--- src/rtl/lsu_mem_if_pkg.sv ---
// Shared types, control-encoding constants and the size/alignment rules
// used by the load/store unit and its load extraction block.
package lsu_pkg;

  // Transaction state: accept, issue to memory, wait for ack, respond.
  typedef enum logic [1:0] {
    IDLE = 2'd0,
    REQ  = 2'd1,
    WAIT = 2'd2,
    RESP = 2'd3
  } lsu_state_e;

  // Bit positions inside the decoder's l_choose one-hot.
  localparam int LC_LD  = 0;
  localparam int LC_LW  = 1;
  localparam int LC_LWU = 2;
  localparam int LC_LH  = 3;
  localparam int LC_LHU = 4;
  localparam int LC_LB  = 5;
  localparam int LC_LBU = 6;

  // Store size masks produced by the decoder (right-aligned).
  localparam logic [7:0] WM_B = 8'h01;
  localparam logic [7:0] WM_H = 8'h03;
  localparam logic [7:0] WM_W = 8'h0F;
  localparam logic [7:0] WM_D = 8'hFF;

  // Access size in bytes implied by the control encoding; 0 marks an
  // illegal encoding (unknown store mask, or a load select that is not
  // exactly one-hot).
  function automatic logic [3:0] access_bytes(input logic       wen,
                                              input logic [7:0] wmask,
                                              input logic [6:0] lchoose);
    logic [3:0] n;
    n = 4'd0;
    if (wen) begin
      case (wmask)
        WM_B:    n = 4'd1;
        WM_H:    n = 4'd2;
        WM_W:    n = 4'd4;
        WM_D:    n = 4'd8;
        default: n = 4'd0;
      endcase
    end else if ((lchoose != 7'd0) && ((lchoose & (lchoose - 7'd1)) == 7'd0)) begin
      if (lchoose[LC_LD]) begin
        n = 4'd8;
      end else if (lchoose[LC_LW] | lchoose[LC_LWU]) begin
        n = 4'd4;
      end else if (lchoose[LC_LH] | lchoose[LC_LHU]) begin
        n = 4'd2;
      end else begin
        n = 4'd1;
      end
    end
    return n;
  endfunction

  // A request is legal when its encoding is valid and the byte offset is
  // naturally aligned for the access size.
  function automatic logic access_legal(input logic       wen,
                                        input logic [7:0] wmask,
                                        input logic [6:0] lchoose,
                                        input logic [2:0] off);
    logic ok;
    case (access_bytes(wen, wmask, lchoose))
      4'd1:    ok = 1'b1;
      4'd2:    ok = ~off[0];
      4'd4:    ok = (off[1:0] == 2'd0);
      4'd8:    ok = (off == 3'd0);
      default: ok = 1'b0;
    endcase
    return ok;
  endfunction

endpackage

--- src/rtl/lsu_mem_if_if.sv ---
// Data-memory side bus of the load/store unit: one aligned 64-bit
// valid/ready request channel plus a response/ack strobe with read data.
interface lsu_mem_bus_if;

  logic        mem_req_valid;
  logic        mem_req_ready;
  logic [63:0] mem_addr;
  logic        mem_wen;
  logic [63:0] mem_wdata;
  logic [7:0]  mem_wstrb;
  logic        mem_resp_valid;
  logic [63:0] mem_rdata;

  // The load/store unit drives requests and consumes responses.
  modport master (
    output mem_req_valid, mem_addr, mem_wen, mem_wdata, mem_wstrb,
    input  mem_req_ready, mem_resp_valid, mem_rdata
  );

  // The memory accepts requests and produces responses.
  modport slave (
    input  mem_req_valid, mem_addr, mem_wen, mem_wdata, mem_wstrb,
    output mem_req_ready, mem_resp_valid, mem_rdata
  );

endinterface

--- src/rtl/lsu_mem_if_load_ext.sv ---
// Load data extraction: shifts the addressed bytes of an aligned 64-bit
// memory word down to bit 0 and sign/zero-extends by load type.
module lsu_load_ext
  import lsu_pkg::*;
(
  input  logic [63:0] rdata,
  input  logic [2:0]  off,
  input  logic [6:0]  lchoose,
  output logic [63:0] ext
);

  logic [63:0] raw;

  assign raw = rdata >> {off, 3'b000};

  // Select width and extension from the one-hot load type; an all-zero
  // select yields 0 (never reached for accepted legal loads).
  always_comb begin
    ext = 64'd0;
    if (lchoose[LC_LD]) begin
      ext = raw;
    end else if (lchoose[LC_LW]) begin
      ext = {{32{raw[31]}}, raw[31:0]};
    end else if (lchoose[LC_LWU]) begin
      ext = {32'd0, raw[31:0]};
    end else if (lchoose[LC_LH]) begin
      ext = {{48{raw[15]}}, raw[15:0]};
    end else if (lchoose[LC_LHU]) begin
      ext = {48'd0, raw[15:0]};
    end else if (lchoose[LC_LB]) begin
      ext = {{56{raw[7]}}, raw[7:0]};
    end else if (lchoose[LC_LBU]) begin
      ext = {56'd0, raw[7:0]};
    end
  end

endmodule

--- src/rtl/lsu_mem_if.sv ---
// Multi-cycle load/store unit between execute and the data memory port.
// Accepts one request at a time, checks encoding and alignment, issues an
// aligned 64-bit memory transaction, and returns a one-cycle completion.
module lsu_mem_if
  import lsu_pkg::*;
#(
  parameter int TIMEOUT_CYCLES = 255,
  parameter int CNT_W          = 16
) (
  input  logic                 clk,
  input  logic                 rst,
  input  logic                 req_valid,
  output logic                 req_ready,
  input  logic [63:0]          req_addr,
  input  logic                 req_wen,
  input  logic [63:0]          req_wdata,
  input  logic [7:0]           req_wmask,
  input  logic [6:0]           req_lchoose,
  output logic                 resp_valid,
  output logic [63:0]          resp_rdata,
  output logic                 resp_err,
  lsu_mem_bus_if.master        mem
);

  // Counter value seen in the last WAIT cycle before giving up.
  localparam logic [CNT_W-1:0] TIMEOUT_LAST = CNT_W'(TIMEOUT_CYCLES - 1);

  lsu_state_e state_reg;
  lsu_state_e state_next;

  logic [63:0]      addr_reg;
  logic             wen_reg;
  logic [63:0]      wdata_reg;
  logic [7:0]       wmask_reg;
  logic [6:0]       lchoose_reg;
  logic [CNT_W-1:0] cnt_reg;
  logic [63:0]      rdata_reg;
  logic             err_reg;

  logic        accept;
  logic        req_legal;
  logic        timeout_hit;
  logic [63:0] load_data;

  assign accept      = req_valid & req_ready;
  assign req_legal   = access_legal(req_wen, req_wmask, req_lchoose, req_addr[2:0]);
  assign timeout_hit = (cnt_reg == TIMEOUT_LAST);

  lsu_load_ext u_load_ext (
    .rdata   (mem.mem_rdata),
    .off     (addr_reg[2:0]),
    .lchoose (lchoose_reg),
    .ext     (load_data)
  );

  // State register.
  always_ff @(posedge clk) begin
    if (rst) begin
      state_reg <= IDLE;
    end else begin
      state_reg <= state_next;
    end
  end

  // Next-state selection; a response in the same cycle as the timeout wins.
  always_comb begin
    state_next = state_reg;
    case (state_reg)
      IDLE: begin
        if (accept) begin
          state_next = req_legal ? REQ : RESP;
        end
      end
      REQ: begin
        if (mem.mem_req_ready) begin
          state_next = WAIT;
        end
      end
      WAIT: begin
        if (mem.mem_resp_valid || timeout_hit) begin
          state_next = RESP;
        end
      end
      RESP: begin
        state_next = IDLE;
      end
      default: begin
        state_next = IDLE;
      end
    endcase
  end

  // Request capture on accept, WAIT cycle counting and result capture.
  always_ff @(posedge clk) begin
    if (rst) begin
      addr_reg    <= 64'd0;
      wen_reg     <= 1'b0;
      wdata_reg   <= 64'd0;
      wmask_reg   <= 8'd0;
      lchoose_reg <= 7'd0;
      cnt_reg     <= '0;
      rdata_reg   <= 64'd0;
      err_reg     <= 1'b0;
    end else begin
      if (accept) begin
        addr_reg    <= req_addr;
        wen_reg     <= req_wen;
        wdata_reg   <= req_wdata;
        wmask_reg   <= req_wmask;
        lchoose_reg <= req_lchoose;
        rdata_reg   <= 64'd0;
        err_reg     <= ~req_legal;
      end
      case (state_reg)
        WAIT: begin
          cnt_reg <= cnt_reg + CNT_W'(1);
          if (mem.mem_resp_valid) begin
            rdata_reg <= wen_reg ? 64'd0 : load_data;
            err_reg   <= 1'b0;
          end else if (timeout_hit) begin
            rdata_reg <= 64'd0;
            err_reg   <= 1'b1;
          end
        end
        RESP: begin
          cnt_reg <= '0;
        end
        default: begin
        end
      endcase
    end
  end

  // Core side: ready only when idle and out of reset; result visible in RESP.
  assign req_ready  = (state_reg == IDLE) & ~rst;
  assign resp_valid = (state_reg == RESP);
  assign resp_rdata = (state_reg == RESP) ? rdata_reg : 64'd0;
  assign resp_err   = (state_reg == RESP) ? err_reg : 1'b0;

  // Memory side: fields come straight from the captured request, so they
  // stay stable for as long as the memory holds off ready.
  assign mem.mem_req_valid = (state_reg == REQ);
  assign mem.mem_addr      = (state_reg == REQ) ? {addr_reg[63:3], 3'b000} : 64'd0;
  assign mem.mem_wen       = (state_reg == REQ) ? wen_reg : 1'b0;
  assign mem.mem_wstrb     = (state_reg == REQ) ? (wmask_reg << addr_reg[2:0]) : 8'd0;
  assign mem.mem_wdata     = (state_reg == REQ) ? (wdata_reg << {addr_reg[2:0], 3'b000}) : 64'd0;

endmodule

--- src/flat_wrapper.sv ---
// flat-port wrapper written by rule: the top's interface ports become plain ports
module lsu_mem_if_flat import lsu_pkg::*;
#(
  parameter int TIMEOUT_CYCLES = 255,
  parameter int CNT_W          = 16
)
  (clk, rst, req_valid, req_ready, req_addr, req_wen, req_wdata, req_wmask, req_lchoose, resp_valid, resp_rdata, resp_err, mem_mem_req_valid, mem_mem_addr, mem_mem_wen, mem_mem_wdata, mem_mem_wstrb, mem_mem_req_ready, mem_mem_resp_valid, mem_mem_rdata);
  lsu_mem_bus_if mem_i ();
  input  logic clk;
  input  logic rst;
  input  logic req_valid;
  output logic req_ready;
  input  logic [63:0] req_addr;
  input  logic req_wen;
  input  logic [63:0] req_wdata;
  input  logic [7:0] req_wmask;
  input  logic [6:0] req_lchoose;
  output logic resp_valid;
  output logic [63:0] resp_rdata;
  output logic resp_err;
  output wire logic [$bits(mem_i.mem_req_valid)-1:0] mem_mem_req_valid;
  output wire logic [$bits(mem_i.mem_addr)-1:0] mem_mem_addr;
  output wire logic [$bits(mem_i.mem_wen)-1:0] mem_mem_wen;
  output wire logic [$bits(mem_i.mem_wdata)-1:0] mem_mem_wdata;
  output wire logic [$bits(mem_i.mem_wstrb)-1:0] mem_mem_wstrb;
  input wire logic [$bits(mem_i.mem_req_ready)-1:0] mem_mem_req_ready;
  input wire logic [$bits(mem_i.mem_resp_valid)-1:0] mem_mem_resp_valid;
  input wire logic [$bits(mem_i.mem_rdata)-1:0] mem_mem_rdata;
  assign mem_mem_req_valid = mem_i.mem_req_valid;
  assign mem_mem_addr = mem_i.mem_addr;
  assign mem_mem_wen = mem_i.mem_wen;
  assign mem_mem_wdata = mem_i.mem_wdata;
  assign mem_mem_wstrb = mem_i.mem_wstrb;
  assign mem_i.mem_req_ready = mem_mem_req_ready;
  assign mem_i.mem_resp_valid = mem_mem_resp_valid;
  assign mem_i.mem_rdata = mem_mem_rdata;
  lsu_mem_if #(.TIMEOUT_CYCLES(TIMEOUT_CYCLES), .CNT_W(CNT_W)) u_core (.clk(clk), .rst(rst), .req_valid(req_valid), .req_ready(req_ready), .req_addr(req_addr), .req_wen(req_wen), .req_wdata(req_wdata), .req_wmask(req_wmask), .req_lchoose(req_lchoose), .resp_valid(resp_valid), .resp_rdata(resp_rdata), .resp_err(resp_err), .mem(mem_i));
endmodule
--- config.mk ---
export PLATFORM = sky130hd
export DESIGN_NAME = lsu_mem_if_flat
export DESIGN_NICKNAME = d
export VERILOG_FILES = /design/src/rtl/lsu_mem_if_pkg.sv /design/src/rtl/lsu_mem_if_if.sv /design/src/rtl/lsu_mem_if_load_ext.sv /design/src/rtl/lsu_mem_if.sv /design/src/flat_wrapper.sv
export SDC_FILE = /design/constraint.sdc
export NUM_CORES = 1
export LEC_CHECK = 0
export BUFFER_PORTS_ARGS = -buffer_cell sky130_fd_sc_hd__buf_2
export CORE_AREA = 2 2 176 178
export CTS_BUF_LIST = sky130_fd_sc_hd__clkbuf_4
export CTS_CLUSTER_DIAMETER = 200
export DETAILED_ROUTE_END_ITERATION = 8
export DIE_AREA = 0 0 178 180
export HOLD_SLACK_MARGIN = 0.12
export PLACE_DENSITY = 0.72
export SYNTH_ARGS = -nofsm -noshare
export SYNTH_HDL_FRONTEND = slang
export SYNTH_SLANG_ARGS = --single-unit
--- constraint.sdc ---
create_clock -name clk -period 4.5 [get_ports clk]
set_clock_uncertainty 0.1 [all_clocks]
set_input_delay 0.45 -clock clk [delete_from_list [all_inputs] [get_ports clk]]
set_output_delay 0.45 -clock clk [all_outputs]
set_load 0.005 [all_outputs]
==> reports/results.ini <==
[synthesis]
yosysSeqAreaShare_pct=32.6
synth-simple-area-share_pct=31.0
netlist_area_um2=13900
synth_flop_cell=dfxtp_1
synthAdderAreaFrac_pct=0.628
synth_xor_area_share_pct=0.879
synth_mux_area_share_pct=16.6
post-synth-top-count-cell=nand2_1
synth_area_leaders=dfxtp_1 33%, nand2_1 10%, nand3b_1 7.8%, mux4_2 7.3%, and2_1 6.5%
synth_edf_count=0
synth_compound_area_share_pct=13.3
synthCells=1674
synth_top_family_by_area=simple AND/OR/NAND/NOR gates
synth.largest_area_cell=dfxtp_1
synth_common_cells=375 x nand2_1, 227 x dfxtp_1, 146 x and2_1
synth-seq-cells=227
ys_warn_count=0
synthDistinctLibCells=63
synthArstFlopShare_pct=0
yosysTopAreaCellShare_pct=32.6
post_synth.cell_area_avg_um2=8.33

[worst_setup_path]
required_ps=3950
cp-start-kind=flop
critPathBufInv=3
crit_chain=buf_4 > nor2b_1 > buf_4 > nand2_1 > o21ai_0 > mux2i_1 > nor2b_1 > buf_2
crit_slowest_cell=dfxtp_4
critPathMaxFanout=64
critPathTopFamily=buffers and inverters
critical-path-max-stage-delay_ps=770
cp-end-kind=output port
worst_ep_arrival_time_ps=3280
worstSetupPathType=flop to output port

[floorplan]
initial_core_util_pct=46.2
core_region_area_um2=30200
num_rows=64
io_pins=418
die_width_um=178
die_y_um=180
die-area_um2=32000

[timing]
worst_slew_pin_slew_ps=1350
fin_setup_tns_ps=0
hold_slack_ps=196
max_freq_ghz=0.261
rsz0062_at_grt=false
finalHoldViolations=0
setup_slack_ps=668
min_period_over_period_pct=85.2
relSlewSlack_pct=10.2
min_period_ps=3830
slew_viol_final=0
setup-violations-final=0

[routing]
vias=15176
drc_errors=0
drt_pass1_iterations=7
drt_iter0_markers=1342
wl_per_cell_um=20.0
drtAntennaViolNets=0
routed_wl_um=52400
viasPerCell=5.79

[cells_and_area]
syn_to_final_growth_pct=31.4
layout.nets=2393
fillers=2644
final_util_pct=60.7
layout-drive-gt1-share_pct=28.2
stdcell_area_um2=18300

[place]
dpl.hpwl_um=34500
portBuffers=414
place_congestion=0.925
pre_cts_ws_ps=1310
dpl_cell_area_um2=16100

[grt]
antenna_found_initial=7
grt_pass1_wl_um=81000
grt_max_degree=107
grt_pass1_vias=14769
overflow=0
track_usage_pct=31.6

[job]
maxCapViolations=0

[power_and_ir_drop]
p_comb_share_pct=36.9
power_density_nw_per_um2=391
internal_power_uw=4310
seqPwrFrac_pct=38.4
swShare_pct=39.8
clock_power_share_pct=24.7
p_leak_uw=0.00856
switchingPower_uw=2850
peakVddDrop_mv=0.259

[status]
status=finished, final reports clean

[clock_tree]
cts.root.buffer_cell=clkbuf_4
cts_buffer_depth=3
post_cts_buffers=0
cts.sinks=227
clk_latency_ps=710
h-tree-depth=2
cts_tree=yes
path_clk_slew_ps=60
cts_buffers=61

[min_path]
hp-class=input pin to flop

metrics by stage:
step | total power (uW) | std cells
6_report | 7160 | 2621
5_1_grt | 7550 | 2621
4_1_cts | 7110 | 2614
3_5_place_dp | 5230 | 2353
3_3_place_gp | 5190 | 2353
2_1_floorplan | 4400 | 1676
cell families (layout without fill, tap and decap cells):
family / after synthesis / count (layout)
compound gates: 260 / 260
buf+inv: 162 / 704
simple gates: 834 / 834
mux: 169 / 169
fa+ha+maj: 7 / 7
flops: 227 / 227
xor+xnor: 14 / 14
other cells: 1 / 10
tightest hold or removal path, stage by stage:
cell	delay, ps
buf_2	140
mux2i_1	120
o21ai_0	110
o211ai_1	90
nand2_1	60
placed cells by master, fill, tap and decap left out, types with 28 or more instances in the layout:
master,n
nor2b_1,41
a22oi_1,28
dfxtp_1,224
mux2_2,41
buf_2,413
nor2_1,63
o211ai_1,50
clkbuf_4,83
a32oi_1,32
mux4_2,45
dlygate4sd3_1,153
nand3b_1,144
mux2i_1,81
and2_1,145
o21ai_0,50
nand2_1,375
a21oi_1,32
final cells by class:
cell class                 count  area [um2]  area share (%)
multi-input combinational   1287        8740            47.7
clock buffer                  83         623            3.40
antenna                        7        17.5          0.0956
sequential                   227        4550            24.8
tap                          396         495            2.70
inverter                      10        37.5           0.205
timing repair buffer         586        3760            20.5
clock inverter                25         103           0.560
worst paths after layout:
kind / startpoint / endpoint / slack (ps) / cells past startpoint
worst max register to register: u_core.addr_reg[0] / u_core.rdata_reg[23] / 1230 / 5
worst min-delay path: mem_mem_rdata[54] / u_core.rdata_reg[54] / 200 / 5
worst max-delay path: u_core.addr_reg[1] / mem_mem_wdata[52] / 670 / 8
worst min register to register: u_core.rdata_reg[61] / u_core.rdata_reg[61] / 360 / 2
layer usage:
| layer | GRT usage [%] | vias to the layer above | wire length [um] |
|---|---|---|---|
| met1 | 38.5 | 7181 | 19800 |
| met4 | 15.0 | 0 | 2450 |
| met2 | 52.6 | 894 | 25200 |
| li1 | - | 6925 | - |
| met3 | 7.13 | 176 | 4920 |
| met5 | 0 | - | 0 |
repair_timing:
action,CTS,global route
hold buffers,153,0
endpoints found under the hold margin,154,0
resized for setup,0,0
power groups by stage:
stage / clock (uW) / sequential, uW / combinational [uW]
finish: 1770 / 2750 / 2640
floorplan: 0 / 2540 / 1850
detailed placement: 0 / 2770 / 2460
CTS: 1800 / 2730 / 2590
global placement: 0 / 2760 / 2430
global route: 1910 / 2790 / 2850
(Power assumes the default switching activity.)
